## config.mk

```make
export PLATFORM = sky130hd
export DESIGN_NAME = imm_encode
export DESIGN_NICKNAME = d
export VERILOG_FILES = /design/src/rtl/riscv_pkg.sv /design/src/rtl/imm_pack.sv /design/src/rtl/imm_encode.sv
export SDC_FILE = /design/constraint.sdc
export NUM_CORES = 1
export LEC_CHECK = 0
export BUFFER_PORTS_ARGS = -buffer_cell sky130_fd_sc_hd__buf_2
export CAP_MARGIN = 20
export CORE_MARGIN = 8
export CORE_UTILIZATION = 35
export CTS_BUF_LIST = sky130_fd_sc_hd__clkbuf_4 sky130_fd_sc_hd__clkbuf_8 sky130_fd_sc_hd__clkbuf_16
export DETAILED_ROUTE_END_ITERATION = 16
export GPL_ROUTABILITY_DRIVEN = 1
export SYNTH_ARGS = -nofsm -noshare
export SYNTH_HDL_FRONTEND = slang
export SYNTH_SLANG_ARGS = --single-unit
export TNS_END_PERCENT = 1
```

## constraint.sdc

```tcl
create_clock -name i_clk -period 1.95 [get_ports i_clk]
set_clock_uncertainty 0.05 [all_clocks]
set_input_delay 0.0975 -clock i_clk [delete_from_list [all_inputs] [get_ports i_clk]]
set_output_delay 0.0975 -clock i_clk [all_outputs]
set_load 0.1 [all_outputs]
```

## src/rtl/riscv_pkg.sv

```systemverilog
// Shared RV32I encoding constants, encoder state enum and range-check helper.
// Latency: none (package only).
// Backpressure: not applicable.
package riscv_pkg;

   localparam logic [6:0] OPC_LOAD   = 7'b0000011;
   localparam logic [6:0] OPC_STORE  = 7'b0100011;
   localparam logic [6:0] OPC_JAL    = 7'b1101111;
   localparam logic [6:0] OPC_JALR   = 7'b1100111;
   localparam logic [6:0] OPC_BRANCH = 7'b1100011;
   localparam logic [6:0] OPC_LUI    = 7'b0110111;
   localparam logic [6:0] OPC_AUIPC  = 7'b0010111;
   localparam logic [6:0] OPC_OPIMM  = 7'b0010011;
   localparam logic [6:0] OPC_OP     = 7'b0110011;

   // ADDI x0,x0,0
   localparam logic [31:0] NOP_ENC = 32'h00000013;

   localparam logic [2:0] F3_ADDI = 3'b000;
   localparam logic [2:0] F3_SLL  = 3'b001;
   localparam logic [2:0] F3_SRX  = 3'b101;

   typedef enum logic [1:0] {
      IDLE  = 2'd0,
      OUT   = 2'd1,
      LI_HI = 2'd2,
      LI_LO = 2'd3
   } state_e;

   // True when v is representable as a 'bits'-wide two's complement value,
   // i.e. every bit from bits-1 upward equals the sign bit.
   function automatic logic fits_signed(input logic [31:0] v, input int unsigned bits);
      logic [31:0] s;
      s = $signed(v) >>> (bits - 1);
      return (s == '0) || (s == '1);
   endfunction

endpackage

```

## src/rtl/imm_pack.sv

```systemverilog
// Packs request fields into one RV32I instruction and flags illegal immediates/opcodes.
// Latency: purely combinational.
// Backpressure: none; the caller owns the handshake.
module imm_pack
   import riscv_pkg::*;
#(
   parameter logic [31:0] NOP_INSTR = NOP_ENC
) (
   input  logic [6:0]  i_opcode,
   input  logic [4:0]  i_rd,
   input  logic [4:0]  i_rs1,
   input  logic [4:0]  i_rs2,
   input  logic [2:0]  i_funct3,
   input  logic [6:0]  i_funct7,
   input  logic [31:0] i_imm,
   output logic [31:0] o_instr,
   output logic        o_err
);

   logic [31:0] raw;
   logic        bad;

   // Format selection by opcode; an error replaces the whole word with the NOP.
   always_comb begin
      raw = '0;
      bad = 1'b0;
      unique case (i_opcode)
         OPC_LOAD, OPC_JALR, OPC_OPIMM: begin
            if (i_opcode == OPC_OPIMM && (i_funct3 == F3_SLL || i_funct3 == F3_SRX)) begin
               // Shift amount lives in the rs2 slot, funct7 selects SRL/SRA.
               raw = {i_funct7, i_imm[4:0], i_rs1, i_funct3, i_rd, i_opcode};
               bad = |i_imm[31:5];
            end else begin
               raw = {i_imm[11:0], i_rs1, i_funct3, i_rd, i_opcode};
               bad = !fits_signed(i_imm, 12);
            end
         end
         OPC_STORE: begin
            raw = {i_imm[11:5], i_rs2, i_rs1, i_funct3, i_imm[4:0], i_opcode};
            bad = !fits_signed(i_imm, 12);
         end
         OPC_BRANCH: begin
            raw = {i_imm[12], i_imm[10:5], i_rs2, i_rs1, i_funct3, i_imm[4:1], i_imm[11], i_opcode};
            bad = !fits_signed(i_imm, 13) || i_imm[0];
         end
         OPC_JAL: begin
            raw = {i_imm[20], i_imm[10:1], i_imm[11], i_imm[19:12], i_rd, i_opcode};
            bad = !fits_signed(i_imm, 21) || i_imm[0];
         end
         OPC_LUI, OPC_AUIPC: begin
            raw = {i_imm[31:12], i_rd, i_opcode};
            bad = |i_imm[11:0];
         end
         OPC_OP: begin
            raw = {i_funct7, i_rs2, i_rs1, i_funct3, i_rd, i_opcode};
            bad = 1'b0;
         end
         default: begin
            raw = '0;
            bad = 1'b1;
         end
      endcase
      o_instr = bad ? NOP_INSTR : raw;
      o_err   = bad;
   end

endmodule

```

## src/rtl/imm_encode.sv

```systemverilog
// Sequential RV32I encoder with LI -> LUI+ADDI expansion behind a valid/ready handshake.
// Latency: first beat registered one cycle after accept; LI may add a second beat.
// Backpressure: output beat held stable while i_ready=0; o_ready only on idle or final-beat handshake.
module imm_encode
   import riscv_pkg::*;
#(
   parameter logic [31:0] NOP_INSTR = NOP_ENC
) (
   input  logic        i_clk,
   input  logic        i_rst_n,
   input  logic        i_valid,
   output logic        o_ready,
   input  logic        i_li,
   input  logic [6:0]  i_opcode,
   input  logic [4:0]  i_rd,
   input  logic [4:0]  i_rs1,
   input  logic [4:0]  i_rs2,
   input  logic [2:0]  i_funct3,
   input  logic [6:0]  i_funct7,
   input  logic [31:0] i_imm,
   output logic        o_valid,
   input  logic        i_ready,
   output logic [31:0] o_instr,
   output logic        o_err,
   output logic        o_last
);

   state_e      state_q;
   logic        valid_q;
   logic [31:0] instr_q;
   logic        err_q;
   logic        last_q;
   logic [31:0] lo_q;

   logic [31:0] pack_instr;
   logic        pack_err;

   logic [19:0] li_hi;
   logic [31:0] req_instr;
   logic        req_err;
   state_e      req_state;
   logic [31:0] req_lo;

   logic        accept;
   logic        handshake;

   imm_pack #(
      .NOP_INSTR (NOP_INSTR)
   ) u_pack (
      .i_opcode (i_opcode),
      .i_rd     (i_rd),
      .i_rs1    (i_rs1),
      .i_rs2    (i_rs2),
      .i_funct3 (i_funct3),
      .i_funct7 (i_funct7),
      .i_imm    (i_imm),
      .o_instr  (pack_instr),
      .o_err    (pack_err)
   );

   assign handshake = valid_q && i_ready;
   assign o_ready   = (state_q == IDLE) || (handshake && last_q);
   assign accept    = i_valid && o_ready;

   // Upper LUI part is rounded up when the low 12 bits will be sign-extended negative.
   assign li_hi = i_imm[31:12] + {19'd0, i_imm[11]};

   // First beat of the incoming request; LI overrides the packer result.
   always_comb begin
      req_instr = pack_instr;
      req_err   = pack_err;
      req_state = OUT;
      req_lo    = '0;
      if (i_li) begin
         req_err = 1'b0;
         if (fits_signed(i_imm, 12)) begin
            req_instr = {i_imm[11:0], 5'd0, F3_ADDI, i_rd, OPC_OPIMM};
         end else if (i_imm[11:0] == 12'd0) begin
            req_instr = {li_hi, i_rd, OPC_LUI};
         end else begin
            req_instr = {li_hi, i_rd, OPC_LUI};
            req_state = LI_HI;
            req_lo    = {i_imm[11:0], i_rd, F3_ADDI, i_rd, OPC_OPIMM};
         end
      end
   end

   // Output register and beat sequencing; a new accept always wins over a return to IDLE.
   always_ff @(posedge i_clk or negedge i_rst_n) begin
      if (!i_rst_n) begin
         state_q <= IDLE;
         valid_q <= 1'b0;
         instr_q <= '0;
         err_q   <= 1'b0;
         last_q  <= 1'b0;
         lo_q    <= '0;
      end else if (accept) begin
         state_q <= req_state;
         valid_q <= 1'b1;
         instr_q <= req_instr;
         err_q   <= req_err;
         last_q  <= (req_state == OUT);
         lo_q    <= req_lo;
      end else if (handshake) begin
         if (state_q == LI_HI) begin
            state_q <= LI_LO;
            instr_q <= lo_q;
            err_q   <= 1'b0;
            last_q  <= 1'b1;
         end else begin
            state_q <= IDLE;
            valid_q <= 1'b0;
         end
      end
   end

   assign o_valid = valid_q;
   assign o_instr = instr_q;
   assign o_err   = err_q;
   assign o_last  = last_q;

endmodule

```

Word-level counts from Yosys, hierarchy flattened
Cells that the tools add are included.

Flip-flop bits (word level): 69. Word-level logic and storage cells: 80.

$add $sub $neg: 1. Equality and inequality tests: 17. Mux-type cells: 29. Reductions and logical operators: 27.

Operators by type and width (count): 32-bit 2-to-1 mux (10); 32-bit case mux with 6 select lines (1); 32-bit equality test, second input constant (3); 32-bit zero test (3); 27-bit OR reduction (1); 7-bit by 6-bit equality test with 1-bit output, second input constant (3); 7-bit equality test, second input constant (3); 20-bit by 1-bit adder with 20-bit output (1); 7-bit by 5-bit equality test with 1-bit output, second input constant (2); 12-bit zero test (1); 2-bit 2-to-1 mux (6); 12-bit OR reduction (1); 1-bit 2-to-1 mux (11); 7-bit by 2-bit equality test with 1-bit output, second input constant (1); 1-bit logical OR (7); 1-bit case mux with 6 select lines (1); 1-bit logical AND (4); 2-bit AND reduction (2); 2-bit nonzero test (2); 3-bit by 1-bit equality test with 1-bit output, second input constant (1); 3-bit equality test, second input constant (1); 1-bit zero test (3); 3-bit OR reduction (1); 2-bit by 1-bit equality test with 1-bit output, second input constant (1); 4 further kinds (4).

Longest topological paths before layout
Gate-level depths: netlist (run 1).

Depth after elaboration: 8. Gate-level depth with buffers: 9. Mapped depth without buffers: 9.

By module
Synthesis (run 1) repeated with hierarchy kept, for this count alone.

Cell total of the unflattened synthesis: 476. Area total of the unflattened synthesis: 4259.1 µm².

Modules (own cells, without submodules): imm_encode (times used 1, cells each 313, area an instance 3083.0 µm², seq. area each 1376.3 µm²); imm_pack (times used 1, cells each 163, area an instance 1176.1 µm², seq. area each 0.0 µm²).

Worst setup path before layout (run 1)
No wires, ideal clock.

Path kind: register to register. From: register valid_q (netlist: o_valid). To: register instr_q[25] (netlist: o_instr[25]). Arrival time: 4.065 ns. Required time: 1.822 ns. Setup slack: -2.243 ns. Cell stages (with the launch flop): 8. Cell sequence: dfrtp_1 nand2_1 o22ai_1 nand2_1 nor2_1 nand2_2 buf_4 o21ai_1.

Cells in the longest elaborated chain, start to end: 6. Elaborated cells between the ends (all ways): 8.

Ends and longest elaborated chain: start, declared (line imm_encode.sv:29) `logic valid_q;`; start signal, assigned (line imm_encode.sv:92) `valid_q <= 1'b0;`; start signal, assigned (line imm_encode.sv:99) `valid_q <= 1'b1;`; start signal, assigned (line imm_encode.sv:112) `valid_q <= 1'b0;`; 1-bit logical AND (*) (line imm_encode.sv:61) `assign handshake = valid_q && i_ready;`; 1-bit logical AND (*) (line imm_encode.sv:62) `assign o_ready = (state_q == IDLE) || (handshake && last_q);`; 1-bit logical OR (*) (line imm_encode.sv:62); named net o_ready (line imm_encode.sv:12) `output logic o_ready,`; 1-bit logical AND (*) (line imm_encode.sv:63) `assign accept = i_valid && o_ready;`; 2-bit nonzero test (no source line); 2-bit AND reduction (no source line); end signal, assigned (line imm_encode.sv:100) `instr_q <= req_instr;`; end signal, assigned (line imm_encode.sv:107) `instr_q <= lo_q;`; end, declared (line imm_encode.sv:30) `logic [31:0] instr_q;`.

The timed path passes the listed nets; every way through them passes the cells marked *. A chain may end at the register's enable or synchronous reset.

Worst setup path in the final report (run 1)
From: register valid_q (netlist: o_valid). To: register instr_q[25] (netlist: o_instr[25]).

Cells in the longest elaborated chain, start to end: 6. Elaborated cells between the ends (all ways): 8.

Ends and longest elaborated chain (line): 1-bit logical AND (*) (imm_encode.sv:61); 1-bit logical AND (imm_encode.sv:62); 1-bit logical OR (imm_encode.sv:62); 1-bit logical AND (imm_encode.sv:63); 2-bit nonzero test (no source line); 2-bit AND reduction (no source line).

Every way passes the cells marked *; elsewhere a longest branch is shown, timed or not.

==> results.sh, run 1 <==
export IMPL_grt_max_degree=56
export IMPL_slew_headroom_pct=64.7
export IMPL_place_hpwl_um=11500
export IMPL_drtPass1Iterations=8
export IMPL_drv_cap=0
export IMPL_place_congestion=0.951
export IMPL_synth_edf_count=0
export IMPL_cts_setup_buffers=0
export IMPL_worstHoldStart="i_rs1[2]"
export IMPL_coreArea_mm2=0.0102
export IMPL_vias=4146
export IMPL_syn_inst=415
export IMPL_synth_top_area_share_pct=37.6
export IMPL_grt_pass1_vias=4251
export IMPL_hp_class="in -> reg"
export IMPL_synth_area_leaders="dfrtp_1 38%, nand2_1 6.0%, a22o_1 4.3%"
export IMPL_cts_max_level=2
export IMPL_path_clk_slew_ns=0.11
export IMPL_n_antenna_cell=0
export IMPL_setup_tns_ns=0
export IMPL_ir_drop_uv=1060
export IMPL_synth_warnings=0
export IMPL_cts_sinks=55
export IMPL_hold_viol=0
export IMPL_cp_end_kind="flop"
export IMPL_die_width_um=118
export IMPL_synth_area_mm2=0.00366
export IMPL_yosys_register_bits=55
export IMPL_max_freq_mhz=549
export IMPL_viasPerCell=5.59
export IMPL_crit_reg2reg_launch="o_valid"
export IMPL_clk_path_buf_depth=2
export IMPL_routed_wl_um=14400
export IMPL_post_route_min_period_ns=1.82
export IMPL_cts_buffers=5
export IMPL_wire_per_inst_um=19.4
export IMPL_initial_core_util_pct=35.8
export IMPL_ant_nets=0
export IMPL_synth_top_area_cell="dfrtp_1"
export IMPL_cts_tree="built"
export IMPL_drc=0
export IMPL_nets=677
export IMPL_leakagePower_nw=2.40
export IMPL_clk_latency_ns=0.31
export IMPL_cp_arrival_ns=1.97
export IMPL_drive_gt1_share_pct=40.6
export IMPL_synth_fp_nets=487
export IMPL_die_area_mm2=0.0140
export IMPL_area_growth_pct=42.7
export IMPL_port_buffers=104
export IMPL_yosysMostFrequentCell="nand2_1"
export IMPL_cts_root_buf="clkbuf_8"
export IMPL_avgSynthCellArea_um2=8.82
export IMPL_slew_viol_final=0
export IMPL_grt_overflow=0
export IMPL_finalSetupViolations=0
export IMPL_crit_start="o_valid"
export IMPL_max_slew_worst_pin_slew_ns=0.527
export IMPL_track_usage_pct=20.1
export IMPL_drt_iter0_markers=415
export IMPL_crit_type="reg -> reg"
export IMPL_antenna_found_initial=0
export IMPL_pin_count=105
export IMPL_synthFlopType="dfrtp_1"
export IMPL_status="complete, no violations"
export IMPL_yosysSeqAreaShare_pct=37.6
export IMPL_cellPowerDensity_mw_per_mm2=1390
export IMPL_die_h_um=118
export IMPL_rows=37
export IMPL_yosys_top_cells_count="58 x nand2_1, 55 x dfrtp_1, 26 x a21oi_1"
export IMPL_start_kind="flop"
export IMPL_hold_slack_ns=0.0235
export IMPL_ys_types=62
export IMPL_rsz0062_at_grt="true"
export IMPL_finalCritPeriodShare_pct=93.4
export IMPL_grt_pass1_wl_um=22700
export IMPL_synthArstFlopShare_pct=100
export IMPL_crit_required_ns=2.10
export IMPL_cp_max_fo=15
==> logic make-up (layout without fill, tap and decap cells) <==
group / count (synthesis) / in the layout / share of synthesized area (%)
AND/OR/NAND/NOR: 154 / 154 / 22.7
AO/OA/AOI/OAI: 150 / 150 / 29.5
flip-flops: 55 / 55 / 37.6
buffers and inverters: 33 / 224 / 4.17
XOR/XNOR: 16 / 16 / 3.83
multiplexers: 4 / 4 / 1.13
adder cells (fa/ha/maj): 3 / 3 / 1.03
==> sequential cells by signal (all words and copies together) (netlist names) <==
register,flops
o_last,1
lo_q,18
o_valid,1
o_err,1
state_q,2
o_instr,32
==> per-layer routing <==
| layer | routed length (um) | track usage [%] | part of all wire (%) |
|---|---|---|---|
| met5 | 0 | 0 | 0 |
| met4 | 217 | 5.04 | 1.5 |
| met2 | 6870 | 33.3 | 48 |
| met3 | 903 | 4.24 | 6.3 |
| met1 | 6420 | 26.0 | 45 |
==> area by class of cell <==
class	instances	area, um^2
Multi-Input combinational cell	327	2200
Inverter	7	26.3
Timing Repair Buffer	209	1340
Tap cell	136	170
Clock buffer	6	82.6
Clock inverter	2	16.3
Fill cell	991	5010
Sequential cell	55	1380
==> per-stage QoR <==
stage | instance area, um^2 | instances | utilization [%] | total power, W | setup WS (ns)
final | 5220 | 742 | 51.0 | 0.00727 | 0.129
after global routing | 5220 | 742 | 51.0 | 0.00761 | -0.0102
after CTS | 5200 | 742 | 50.8 | 0.00729 | 0.0315
after detailed placement | 5030 | 728 | 49.2 | 0.00657 | -0.300
after global placement | 5030 | 728 | 49.2 | 0.00652 | -0.280
after floorplan | 3730 | 415 | - | 0.00549 | -0.391
==> final timing paths <==
kind                                     to  slack, ns  cells after the start
worst max register to register  o_instr[25]       0.13                      7
worst min register to register      lo_q[4]       0.44                      1
worst max-delay path            o_instr[25]       0.13                      7
max in group asynchronous           o_valid       1.31                      3
min in group asynchronous          lo_q[19]       0.25                      3
worst min-delay path            o_instr[17]       0.02                      3
==> power breakdown <==
group          total, W  internal (W)  switching (W)
Clock          0.000693      0.000291       0.000402
Sequential      0.00198       0.00167       0.000312
Combinational   0.00460       0.00107        0.00353
Total           0.00727       0.00303        0.00424
==> placed cells by master, fill, tap and decap left out, drive strengths merged, types with 4 or more instances in the layout <==
cell	n
dfrtp	55
buf	203
nand2b	6
xor2	4
o22a	5
a22o	18
nand4	8
nor3	14
a222oi	12
and2	5
o22ai	4
nor4	9
clkbuf	6
a21oi	29
nand2	59
xnor2	12
and3	4
o21ai	31
or3	6
nor2	22
inv	7
nand3	9
a31oi	13
dlygate4sd3	6
and4	4
a22oi	11
==> worst max-delay path, stage by stage, from the launching register on <==
cell and delay [ns]:
dfrtp_4 0.44, nand2_4 0.06, buf_4 0.14, or2_2 0.43, buf_4 0.23, mux2i_1 0.15
o22a_1 0.15, o21ai_1 0.06
==> timing repair <==
action | in CTS | in global routing
resized for setup | 2 | 6
pin swaps | 0 | 0
setup endpoints to repair | 1 | 19
hold endpoints to repair | 61 | 0
hold buffers | 6 | 0
Note: power is estimated with default switching activity, not from simulation.
==> inputs of run 2 (changes only) <==
--- a/config.mk
+++ b/config.mk
@@ -10,8 +10,10 @@
 export CORE_MARGIN = 8
 export CORE_UTILIZATION = 35
 export CTS_BUF_LIST = sky130_fd_sc_hd__clkbuf_4 sky130_fd_sc_hd__clkbuf_8 sky130_fd_sc_hd__clkbuf_16
+export CTS_CLUSTER_DIAMETER = 200
 export DETAILED_ROUTE_END_ITERATION = 16
 export GPL_ROUTABILITY_DRIVEN = 1
+export HOLD_SLACK_MARGIN = 0.05
 export SYNTH_ARGS = -nofsm -noshare
 export SYNTH_HDL_FRONTEND = slang
 export SYNTH_SLANG_ARGS = --single-unit
==> run 2 against run 1 <==
  * Cell area up 1.5%
  * Cell count up 1.1%
  * Global-route usage up 0.071 points
  * Sequential share of layout area down 0.40 points
  * Fmax down 1.0%
  * Critical endpoint unchanged
  * Largest cell class unchanged
==> results.sh, run 2 (same netlist as run 1, synthesis figures left out) <==
export IMPL_place_area_mm2=0.00503
export IMPL_place_hpwl_um=11500
export IMPL_crit_reg2reg_launch="o_valid"
export IMPL_setup_tns_ns=0
export IMPL_place_congestion=0.951
export IMPL_leakagePower_nw=2.43
export IMPL_topRoutingLayerUsed="met4"
export IMPL_area_growth_pct=44.9
export IMPL_cp_end_kind="flop"
export IMPL_slowest_delay_ns=0.52
export IMPL_die_h_um=118
export IMPL_multiInputGateArea_mm2=0.00220
export IMPL_r2r_setup_slack_ns=0.12
export IMPL_ir_drop_uv=952
export IMPL_max_freq_mhz=543
export IMPL_final_util_pct=51.8
export IMPL_r2r_cells=7
export IMPL_drive_gt1_share_pct=40.1
export IMPL_max_slew_worst_pin_slew_ns=0.512
export IMPL_nFillCells=983
export IMPL_antenna_found_initial=0
export IMPL_finalSetupViolations=0
export IMPL_largest_reg_flops=32
export IMPL_wire_per_inst_um=19.2
export IMPL_cts_sinks=55
export IMPL_pin_count=105
export IMPL_nets=685
export IMPL_cp_common_cell="buf_4"
export IMPL_grt_pass1_vias=4294
export IMPL_crit_required_ns=2.10
export IMPL_port_buffers=104
export IMPL_most_common_layout_cells="104 x buf_2, 97 x buf_4, 55 x nand2_1"
export IMPL_dr_wl_met2_um=6890
export IMPL_coreArea_mm2=0.0102
export IMPL_cellPowerDensity_mw_per_mm2=1370
export IMPL_status="complete, no violations"
export IMPL_post_route_min_period_ns=1.84
export IMPL_crit_chain="dlygate4sd3_1 -> buf_2 -> nand2_4 -> buf_4 -> or2_2 -> buf_4 -> mux2i_1 -> o22a_1 -> o21ai_1"
export IMPL_ant_nets=0
export IMPL_grt_pass1_wl_um=22800
export IMPL_start_kind="input pin"
export IMPL_drt_iter0_markers=420
export IMPL_grt_overflow=0
export IMPL_wl_met1_um=6250
export IMPL_viasPerCell=5.57
export IMPL_cts_root_buf="clkbuf_8"
export IMPL_worstHoldStart="i_rs1[0]"
export IMPL_hold_viol=0
export IMPL_rows=37
export IMPL_drc=0
export IMPL_path_clk_slew_ns=0.11
export IMPL_routed_wl_um=14400
export IMPL_clk_latency_ns=0.31
export IMPL_rr_endpoint="o_instr[25]"
export IMPL_cp_arrival_ns=1.99
export IMPL_n_antenna_cell=0
export IMPL_cts_tree="built"
export IMPL_hp_class="in -> reg"
export IMPL_die_width_um=118
export IMPL_clk_path_buf_depth=2
export IMPL_vias=4180
export IMPL_finalCritPeriodShare_pct=94.4
export IMPL_hold_depth=3
export IMPL_die_area_mm2=0.0140
export IMPL_grt_max_degree=56
export IMPL_cts_max_level=2
export IMPL_final_common_cell="buf_2"
export IMPL_seqCellArea_mm2=0.00138
export IMPL_finalPower_w=0.00728
export IMPL_slew_viol_final=0
export IMPL_dr_wl_met3_um=1060
export IMPL_cp_max_fo=15
export IMPL_cp_slowest_cell="dlygate4sd3_1"
export IMPL_slew_headroom_pct=65.7
export IMPL_rsz0062_at_grt="true"
export IMPL_cts_buffers=5
export IMPL_drtPass1Iterations=9
export IMPL_track_usage_pct=20.1
export IMPL_initial_core_util_pct=35.8
export IMPL_whs_endpoint="o_instr[15]"
export IMPL_crit_start="i_ready"
export IMPL_drv_cap=0
export IMPL_crit_type="in -> reg"
export IMPL_final_area_mm2=0.00530
run 2: final cells by class:
class                           count  area share (%)
Inverter                            7           0.496
Clock buffer                        6            1.56
Clock inverter                      2           0.307
Tap cell                          136            3.21
Multi-Input combinational cell    327            41.5
Sequential cell                    55            26.1
Timing Repair Buffer              217            26.9
run 2: worst max path at each step:
stage	end	slack, ns	depth (start not counted)
finish	o_instr[25]	0.11	9
detailed placement	o_instr[23]	-0.30	8
global route	o_instr[7]	-0.01	9
global placement	o_instr[24]	-0.28	9
floorplan	state_q[0]	-0.39	8
CTS	o_instr[2]	0.03	8
run 2: power breakdown:
group | leakage, nW | internal [W] | switching, W
registers | 0.688 | 0.00167 | 0.000312
logic | 1.70 | 0.00108 | 0.00353
clock network | 0.0474 | 0.000291 | 0.000403
run 2: worst max-delay path, delay by kind of cell:
family / cells / cell delay, ns
and+or+nand+nor: 2 / 0.49
buffers and inverters: 4 / 1.04
AOI/OAI and AO/OA: 2 / 0.21
muxes: 1 / 0.15
run 2: metal layers:
layer / track usage, % / vias to the layer above
met2: 33.6 / 173
li1: - / 1985
met3: 4.09 / 16
met1: 26.0 / 2006
met4: 5.04 / 0
met5: 0 / -
run 2: metrics by stage:
stage,hold slack (ns),cells,setup slack [ns]
4_1_cts,0.0513,750,0.0315
5_1_grt,0.0813,750,-0.0102
6_report,0.0635,750,0.109
3_5_place_dp,0.0707,728,-0.300
3_3_place_gp,0.0708,728,-0.280
2_1_floorplan,-0.248,415,-0.391
run 2: repair_timing:
action / CTS / global route
setup buffers: 0 / 0
hold buffers: 14 / 0
gates resized for setup: 2 / 6
hold endpoints to repair: 72 / 0
endpoints found under the setup margin: 1 / 19
==> inputs of run 3 (changes only) <==
==> constraint.sdc (replaced) <==
create_clock -name i_clk -period 1.6 [get_ports i_clk]
set_clock_uncertainty 0.05 [all_clocks]
set_input_delay 0.08 -clock i_clk [delete_from_list [all_inputs] [get_ports i_clk]]
set_output_delay 0.08 -clock i_clk [all_outputs]
set_load 0.1 [all_outputs]
==> run 3 against run 2 <==
  * The flow now finishes with violations (negative setup slack)
  * Worst setup slack worse by 0.29 ns
  * Sequential power up 24%
  * Clock power up 37%
  * Non-clock buffer count up 30
  * Largest cell class unchanged
  * Wire length up 7.2%
  * Sequential cell count unchanged
  * Via count up 4.4%
  * Die area unchanged
  * Global-route usage up 1.0 points
  * Cell area up 11%
==> results.sh, run 3 (same netlist as run 1, synthesis figures left out) <==
export IMPL_drt_iter0_markers=380
export IMPL_drc=0
export IMPL_cts_tree="built"
export IMPL_cpLargestDelayFamily="simple AND/OR/NAND/NOR gates"
export IMPL_violations="negative setup slack"
export IMPL_r2r_setup_slack_ns=-0.13
export IMPL_post_route_min_period_ns=1.78
export IMPL_rows=37
export IMPL_most_common_layout_cells="115 x buf_4, 97 x buf_2, 53 x dfrtp_1"
export IMPL_cellPowerDensity_mw_per_mm2=1610
export IMPL_initial_core_util_pct=35.8
export IMPL_max_freq_mhz=562
export IMPL_coreArea_mm2=0.0102
export IMPL_drtPass1Iterations=6
export IMPL_place_congestion=0.963
export IMPL_die_h_um=118
export IMPL_cts_sinks=55
export IMPL_cp_slowest_cell="or3_1"
export IMPL_ant_nets=0
export IMPL_hp_class="in -> reg"
export IMPL_ir_drop_uv=1380
export IMPL_cp_max_fo=6
export IMPL_routed_wl_um=15500
export IMPL_grt_pass1_wl_um=24000
export IMPL_pin_count=105
export IMPL_grt_pass1_vias=4398
export IMPL_largest_reg_flops=32
export IMPL_rsz0062_at_grt="true"
export IMPL_max_slew_worst_pin_slew_ns=0.627
export IMPL_place_hpwl_um=12200
export IMPL_finalSetupViolations=42
export IMPL_cp_arrival_ns=1.96
export IMPL_crit_buf_inv=1
export IMPL_crit_required_ns=1.78
export IMPL_pre_cts_ws_ns=-0.574
export IMPL_hold_viol=0
export IMPL_slew_headroom_pct=58.2
export IMPL_hold_depth=3
export IMPL_status="finished, violations left"
export IMPL_leakagePower_nw=2.68
export IMPL_cts_root_buf="clkbuf_8"
export IMPL_final_instance_count_excl_fill=779
export IMPL_r2r_cells=10
export IMPL_cp_end_kind="flop"
export IMPL_area_growth_pct=60.5
export IMPL_nets=715
export IMPL_die_area_mm2=0.0140
export IMPL_drv_cap=0
export IMPL_port_buffers=104
export IMPL_start_kind="input pin"
export IMPL_drive_gt1_share_pct=47.1
export IMPL_path_clk_slew_ns=0.10
export IMPL_vias=4366
export IMPL_cts_buffers=5
export IMPL_final_common_cell="buf_4"
export IMPL_slowest_delay_ns=0.38
export IMPL_crit_type="in -> reg"
export IMPL_crit_chain="buf_2 -> nor4_1 -> and4_4 -> a21oi_2 -> a211oi_2 -> o21ai_2 -> or3_1 -> a32oi_1"
export IMPL_n_antenna_cell=0
export IMPL_finalCritPeriodShare_pct=111
export IMPL_finalWorstSetupSlack_ns=-0.179
export IMPL_antenna_found_initial=0
export IMPL_crit_cells=8
export IMPL_track_usage_pct=21.1
export IMPL_die_width_um=118
export IMPL_viasPerCell=5.60
export IMPL_grt_max_degree=30
export IMPL_wire_per_inst_um=19.8
export IMPL_grt_overflow=0
export IMPL_clk_path_buf_depth=2
export IMPL_clk_latency_ns=0.31
export IMPL_dpl_cell_count=760
export IMPL_cts_max_level=2
export IMPL_slew_viol_final=0
==> run 3: cell types whose count changed in the layout (fill, tap and decap cells not counted), moves of 4 or more <==
cell	change
buf_12	+4
buf_2	-7
buf_4	+18
buf_6	+15
nand2_1	-4
nor4_1	-4
o21ai_0	-8
o21ai_1	+7
==> run 3: worst register-to-register path, stage by stage (launching register included) <==
cell,delay (ns)
dfrtp_1,0.43
buf_6,0.14
nand2b_4,0.14
buf_6,0.12
nor2_4,0.16
buf_6,0.14
buf_6,0.10
nand2_4,0.05
a21oi_2,0.16
a31oi_1,0.05
o21ai_1,0.11
==> run 3: worst paths after layout <==
path                               end        from
max                        o_instr[21]   i_imm[11]
max reg2reg                o_instr[15]  state_q[0]
min in group asynchronous     lo_q[31]     i_rst_n
min                        o_instr[16]    i_rs1[1]
max in group asynchronous  o_instr[16]     i_rst_n
min reg2reg                 o_instr[1]  o_instr[1]
==> run 3: what timing repair did <==
action | CTS | global route
pin swaps | 11 | 27
setup buffers | 0 | 1
endpoints found under the hold margin | 41 | 0
gates resized for setup | 36 | 43
setup endpoints to repair | 54 | 53
hold buffers | 11 | 0
==> run 3: final cells by class <==
type	count	area [um^2]
Clock buffer	5	68.8
Clock inverter	2	37.5
Fill cell	961	4360
Inverter	7	26.3
Multi-Input combinational cell	327	2400
Sequential cell	55	1380
Tap cell	136	170
Timing Repair Buffer	247	1790
==> run 3: power by group <==
group / internal, W / total (W) / switching (W) / leakage, nW
Combinational: 0.00162 / 0.00606 / 0.00444 / 1.94
Clock: 0.000459 / 0.000952 / 0.000493 / 0.0502
Sequential: 0.00203 / 0.00245 / 0.000413 / 0.688
==> run 3: per-layer routing <==
metal  vias to the layer above  track usage, %  part of all wire (%)
li1                       2046               -                     -
met1                      2130            27.4                    44
met2                       172            35.4                    48
met3                        18            4.14                   6.3
met4                         0            5.04                   1.5
met5                         -               0                     0
==> run 3: stage by stage <==
step | area, um^2 | total power [W] | utilization (%) | hold WS, ns | setup TNS (ns)
3_5_place_dp | 5330 | 0.00827 | 52.0 | 0.0835 | -24.16
5_1_grt | 5870 | 0.00989 | 57.4 | 0.0516 | -6.22
4_1_cts | 5660 | 0.00937 | 55.4 | 0.0558 | -3.41
6_report | 5870 | 0.00946 | 57.4 | 0.0544 | -3.00
2_1_floorplan | 3730 | 0.00669 | - | -0.266 | -35.98
3_3_place_gp | 5330 | 0.00820 | 52.0 | 0.0821 | -22.48
